===== src/rtl/adc_config_arbiter.sv =====
// Round-robin arbiter sharing one ADC start/busy config port between NUM_REQ requesters.
// Optional per-requester grant lock for atomic multi-word sequences: define ADC_CFG_ARB_LOCK_EN.
module adc_config_arbiter #(
  parameter int unsigned NUM_REQ      = 3,
  parameter int unsigned BUSY_TIMEOUT = 16
) (
  input  logic                  clk,
  input  logic                  rst_n,
  input  logic [NUM_REQ-1:0]    req_valid_i,
  input  logic [3*NUM_REQ-1:0]  req_addr_i,
  input  logic [16*NUM_REQ-1:0] req_data_i,
`ifdef ADC_CFG_ARB_LOCK_EN
  input  logic [NUM_REQ-1:0]    req_lock_i,
`endif
  output logic [NUM_REQ-1:0]    req_ack_o,
  output logic [NUM_REQ-1:0]    req_done_o,
  output logic [NUM_REQ-1:0]    req_err_o,
  output logic                  cfg_start_o,
  output logic [2:0]            cfg_addr_o,
  output logic [15:0]           cfg_data_o,
  input  logic                  cfg_busy_i,
  output logic [NUM_REQ-1:0]    grant_o,
  output logic                  idle_o
);

  localparam int unsigned PtrW        = $clog2(NUM_REQ);
  localparam logic [7:0]  TimeoutLast = 8'(BUSY_TIMEOUT - 1);
  localparam logic [PtrW:0] NumReqW   = (PtrW+1)'(NUM_REQ);

  typedef enum logic [1:0] {StIdle, StIssue, StWaitBusy, StWaitDone} state_e;

  state_e              state_q;
  logic [PtrW-1:0]     ptr_q;
  logic [PtrW-1:0]     owner_q;
  logic [7:0]          cnt_q;
  logic [NUM_REQ-1:0]  grant_q;
  logic [NUM_REQ-1:0]  done_q;
  logic [NUM_REQ-1:0]  err_q;
  logic                start_q;
  logic [2:0]          addr_q;
  logic [15:0]         data_q;

  logic                sel_found;
  logic [PtrW-1:0]     sel_idx;
  logic [NUM_REQ-1:0]  sel_onehot;
  logic [2:0]          sel_addr;
  logic [15:0]         sel_data;
  logic [PtrW:0]       cand;
  logic [PtrW-1:0]     ptr_next;
  logic [7:0]          cnt_inc;
  logic                finish;
  logic                finish_err;
  logic                lock_hold;
  logic                lock_release;

`ifdef ADC_CFG_ARB_LOCK_EN
  logic       locked_q;
  logic [7:0] lock_cnt_q;

  assign lock_hold    = req_lock_i[owner_q];
  // Release when the owner drops lock, or after 256 idle cycles with no write from it.
  assign lock_release = locked_q && (state_q == StIdle) &&
                        (!req_lock_i[owner_q] ||
                         (!req_valid_i[owner_q] && (lock_cnt_q == 8'hff)));

  always_ff @(posedge clk or negedge rst_n) begin
    if (!rst_n) begin
      locked_q   <= 1'b0;
      lock_cnt_q <= '0;
    end else if (finish) begin
      locked_q   <= lock_hold;
      lock_cnt_q <= '0;
    end else if (lock_release) begin
      locked_q   <= 1'b0;
      lock_cnt_q <= '0;
    end else if (locked_q && (state_q == StIdle)) begin
      lock_cnt_q <= req_valid_i[owner_q] ? 8'd0 : lock_cnt_q + 8'd1;
    end
  end
`else
  assign lock_hold    = 1'b0;
  assign lock_release = 1'b0;
`endif

  // First pending requester at or after the pointer, wrapping modulo NUM_REQ.
  always_comb begin
    sel_found = 1'b0;
    sel_idx   = '0;
    cand      = '0;
    for (int unsigned i = 0; i < NUM_REQ; i++) begin
      cand = {1'b0, ptr_q} + (PtrW+1)'(i);
      if (cand >= NumReqW) begin
        cand = cand - NumReqW;
      end
      if (!sel_found && req_valid_i[cand[PtrW-1:0]]) begin
        sel_found = 1'b1;
        sel_idx   = cand[PtrW-1:0];
      end
    end
`ifdef ADC_CFG_ARB_LOCK_EN
    if (locked_q) begin
      sel_found = req_valid_i[owner_q] && !lock_release;
      sel_idx   = owner_q;
    end
`endif
  end

  always_comb begin
    sel_onehot = '0;
    sel_addr   = '0;
    sel_data   = '0;
    for (int unsigned i = 0; i < NUM_REQ; i++) begin
      if (PtrW'(i) == sel_idx) begin
        sel_onehot[i] = 1'b1;
        sel_addr      = req_addr_i[3*i +: 3];
        sel_data      = req_data_i[16*i +: 16];
      end
    end
  end

  always_comb begin
    ptr_next   = (owner_q == PtrW'(NUM_REQ - 1)) ? '0 : owner_q + PtrW'(1);
    cnt_inc    = cnt_q + 8'd1;
    finish_err = (state_q == StWaitBusy) && !cfg_busy_i && (cnt_inc == TimeoutLast);
    finish     = finish_err || ((state_q == StWaitDone) && !cfg_busy_i);
  end

  always_ff @(posedge clk or negedge rst_n) begin
    if (!rst_n) begin
      state_q <= StIdle;
      ptr_q   <= '0;
      owner_q <= '0;
      cnt_q   <= '0;
      grant_q <= '0;
      done_q  <= '0;
      err_q   <= '0;
      start_q <= 1'b0;
      addr_q  <= '0;
      data_q  <= '0;
    end else begin
      start_q <= 1'b0;
      done_q  <= '0;
      err_q   <= '0;
      unique case (state_q)
        StIdle: begin
          if (lock_release) begin
            grant_q <= '0;
            ptr_q   <= ptr_next;
          end else if (sel_found) begin
            owner_q <= sel_idx;
            grant_q <= sel_onehot;
            addr_q  <= sel_addr;
            data_q  <= sel_data;
            start_q <= 1'b1;
            state_q <= StIssue;
          end
        end
        StIssue: begin
          cnt_q   <= '0;
          state_q <= StWaitBusy;
        end
        StWaitBusy: begin
          if (cfg_busy_i) begin
            state_q <= StWaitDone;
          end else begin
            cnt_q <= cnt_inc;
            if (finish_err) begin
              state_q <= StIdle;
            end
          end
        end
        StWaitDone: begin
          if (!cfg_busy_i) begin
            state_q <= StIdle;
          end
        end
        default: state_q <= StIdle;
      endcase
      if (finish) begin
        done_q <= grant_q;
        err_q  <= finish_err ? grant_q : '0;
        if (!lock_hold) begin
          grant_q <= '0;
          ptr_q   <= ptr_next;
        end
      end
    end
  end

  assign req_ack_o   = (rst_n && (state_q == StIdle) && sel_found) ? sel_onehot : '0;
  assign req_done_o  = done_q;
  assign req_err_o   = err_q;
  assign cfg_start_o = start_q;
  assign cfg_addr_o  = addr_q;
  assign cfg_data_o  = data_q;
  assign grant_o     = grant_q;
  assign idle_o      = (state_q == StIdle) && (grant_q == '0);

endmodule

===== config.mk =====
export PLATFORM = sky130hd
export DESIGN_NAME = adc_config_arbiter
export DESIGN_NICKNAME = d
export VERILOG_FILES = /design/src/rtl/adc_config_arbiter.sv
export SDC_FILE = /design/constraint.sdc
export NUM_CORES = 1
export LEC_CHECK = 0
export ABC_AREA = 0
export CORE_MARGIN = 8
export CORE_UTILIZATION = 45
export DETAILED_ROUTE_END_ITERATION = 7
export PLACE_DENSITY = 0.83
export SETUP_SLACK_MARGIN = 0.3
export SKIP_CTS_REPAIR_TIMING = 1
export SYNTH_ARGS = -nofsm -noshare
export SYNTH_HDL_FRONTEND = slang
export SYNTH_SLANG_ARGS = --single-unit

===== constraint.sdc =====
create_clock -name clk -period 3 [get_ports clk]
set_input_delay 0.45 -clock clk [delete_from_list [all_inputs] [get_ports clk]]
set_output_delay 0.45 -clock clk [all_outputs]
set_load 0.005 [all_outputs]

==> metrics.cfg <==
[power_and_ir_drop]
sw_frac_of_total_pct = 42.8
p_seq_share_pct = 24.7
switchingPower_mw = 1.66
max-vdd-ir-drop_v = 0.000533
p_per_area_mw_per_mm2 = 1000
pwr-share-clk_pct = 9.3
p_int_mw = 2.22
p_comb_share_pct = 66.0
p_leak_nw = 1.70

[worst_setup_path]
cp.arrival_ns = 2.35
worstPathRequired_ns = 2.55
startpoint_type = flip-flop
crit_type = reg -> out
critPathMaxFanout = 5
endpoint_kind = output port

[synthesis]
synthMuxAreaShare_pct = 7.24
synth_top_family_by_area = compound AO/OA/AOI/OAI gates
yosys.area_share.simple_pct = 19.6
synthesis.nets = 331
synth_compound_area_share_pct = 22.2
ys_ff_latch = 43
ys_seq_area_share_pct = 40.7
synth_fa_ha_area_share_pct = 2.84
syn_avg_cell_area_um2 = 10.1
synth-xor-area-share_pct = 1.99
synth_cells = 262
netlist_area_mm2 = 0.00264
ys_types = 48
synth_warnings = 0

[cells_and_area]
fill_cells = 478
drive_gt1_share_pct = 19.6
multi_input_area_mm2 = 0.00148
final_cells = 447
nets = 440
regArea_mm2 = 0.00108
diodes = 0
layout_commonest_cell = clkdlybuf4s50_1
utilization_pct = 67.0
syn2layout_area_growth_pct = 46.6
most-common-layout-cells = clkdlybuf4s50_1, dfrtp_1, nand2_1, nor2_1, buf_4

[die]
core_mm2 = 0.00578
start_util_pct = 45.7
die_h_um = 92.6
die_area_mm2 = 0.00858
rows = 28
die_x_um = 92.6
ioPinCount = 96

[place]
place_congestion = 0.883
hpwl_mm = 5.63
dp.cells = 435
place_ws_ns = -0.137
io_buffers = 95

[cts]
numClockSinks = 43
htree_levels = 2
clock_latency_ns = 0.30
cts_buffers = 5
clkTransAtPathRegs_ns = 0.08
cts_tree = done
clk_path_buf_depth = 2
root_buffer = clkbuf_8

[grt]
antenna_found_initial = 0
overflow = 0
grt_pass1_wl_mm = 11.7
track_usage_pct = 16.7
grt_max_degree = 44
grt_pass1_vias = 2446

[route]
dr.pass1.iters = 4
wl_per_cell_um = 16.5
routed.top_layer = met4
drt_iter0_markers = 75
viasPerCell = 5.25
antenna_left = 0
wl_met3_um = 558
vias = 2345
drt-met1-wl_mm = 2.96
wl_met2_mm = 3.75
drc = 0
drt-total-wl_mm = 7.40

[timing]
maxSlewViolCount = 0
relSlewSlack_pct = 63.6
finalWorstSetupSlack_ns = 0.203
period_share_pct = 93.2
rsz0062_at_grt = true
clock.fmax_mhz = 358
setup_violations = 0
hold_viol = 0
period_needed_ns = 2.80
setup_tns_ns = 0
worstMarginPinSlew_ns = 0.545
fin_worst_skew_ns = 0.00617

[outcome]
status = finished, final reports clean

[worst_hold_path]
hold_class = in -> async

[flow_run]
cap_viol_max_count = 0

## logic make-up (layout without fill, tap and decap cells)
| group | Yosys count | count (layout) |
|---|---|---|
| AO/OA/AOI/OAI | 56 | 56 |
| buffers and inverters | 27 | 137 |
| AND/OR/NAND/NOR | 105 | 105 |
| multiplexers | 19 | 19 |
| flip-flops | 43 | 43 |
| adder cells (fa/ha/maj) | 6 | 6 |
| XOR/XNOR | 6 | 6 |
## through the flow
| stage | cell area [µm²] | hold slack (ns) | power [mW] |
|---|---|---|---|
| after detailed placement | 3710 | 0.471 | 3.37 |
| after global routing | 3870 | 0.311 | 4.12 |
| final | 3870 | 0.257 | 3.88 |
| after floorplan | 2640 | 0.154 | 2.54 |
| after global placement | 3710 | 0.469 | 3.30 |
| after CTS | 3800 | 0.286 | 3.74 |
## Yosys cell counts, drive strengths merged
library cell | number | area (µm²)
a211o | 1 | 8.76
a211oi | 1 | 12.5
a21o | 1 | 7.51
a21oi | 4 | 23.8
a221oi | 8 | 120
a22o | 1 | 8.76
a22oi | 2 | 42.5
a311oi | 1 | 15.0
and2 | 8 | 52.6
and3 | 3 | 28.8
buf | 10 | 77.6
clkbuf | 3 | 11.3
dfrtp | 43 | 1080
ha | 6 | 75.1
inv | 14 | 52.6
mux2 | 1 | 11.3
mux2i | 18 | 180
nand2 | 35 | 134
nand2b | 5 | 38.8
nand3 | 14 | 70.1
nand3b | 2 | 15.0
nand4b | 1 | 8.76
nor2 | 28 | 105
nor2b | 4 | 25.0
nor4b | 1 | 8.76
o211ai | 11 | 133
o21a | 2 | 15.0
o21ai | 13 | 68.8
o22ai | 1 | 6.26
o2bb2ai | 8 | 70.1
o41ai | 2 | 55.1
or2 | 1 | 6.26
or2b | 1 | 8.76
or3 | 1 | 6.26
or4 | 1 | 11.3
xnor2 | 3 | 26.3
xor2 | 3 | 26.3
## worst max-delay path, stage by stage (launching register included)
cell	delay, ns
dfrtp_2	0.46
inv_2	0.10
ha_2	0.23
a22o_1	0.18
a211oi_2	0.05
buf_4	0.17
o41ai_4	0.35
buf_4	0.18
a22oi_4	0.05
nor2b_4	0.14
buf_2	0.13
## routing by layer
metal,GRT usage [%],vias to the layer above
li1,-,1139
met3,5.66,11
met5,0,-
met4,5.50,0
met1,19.0,1121
met2,28.6,74
## layout make-up
type	count	share of cell area, %
Sequential cell	43	27.8
Inverter	14	1.36
Clock inverter	2	0.323
Tap cell	75	2.42
Clock buffer	6	1.87
Timing Repair Buffer	115	28.1
Multi-Input combinational cell	192	38.1
## final timing paths
kind / startpoint / to / slack, ns / depth (start not counted)
setup / recovery: ptr_q[0] / req_ack_o[0] / 0.20 / 10
hold / removal: rst_n / cnt_q[5] / 0.26 / 2
setup reg to reg: ptr_q[0] / cfg_data_o[0] / 0.45 / 10
hold reg to reg: cfg_data_o[5] / cfg_data_o[5] / 0.50 / 2
max in group asynchronous: rst_n / ptr_q[0] / 2.34 / 2
min in group clk: cfg_data_o[5] / cfg_data_o[5] / 0.50 / 2
## state kept, by name (all words and copies together) (netlist names)
name         cells
req_done_o       3
cfg_addr_o       3
cnt_q            8
state_q          2
cfg_start_o      1
cfg_data_o      16
owner_q          2
req_err_o        3
ptr_q            2
grant_o          3
## power groups by stage
| stage | Sequential [mW] | Combinational (mW) | Clock, mW |
|---|---|---|---|
| finish | 0.958 | 2.56 | 0.359 |
| global route | 0.984 | 2.74 | 0.396 |
| CTS | 0.943 | 2.43 | 0.369 |
| detailed placement | 0.949 | 2.42 | 0 |
| global placement | 0.940 | 2.36 | 0 |
| floorplan | 0.935 | 1.60 | 0 |
No activity file was read; power rests on OpenSTA's default activity.
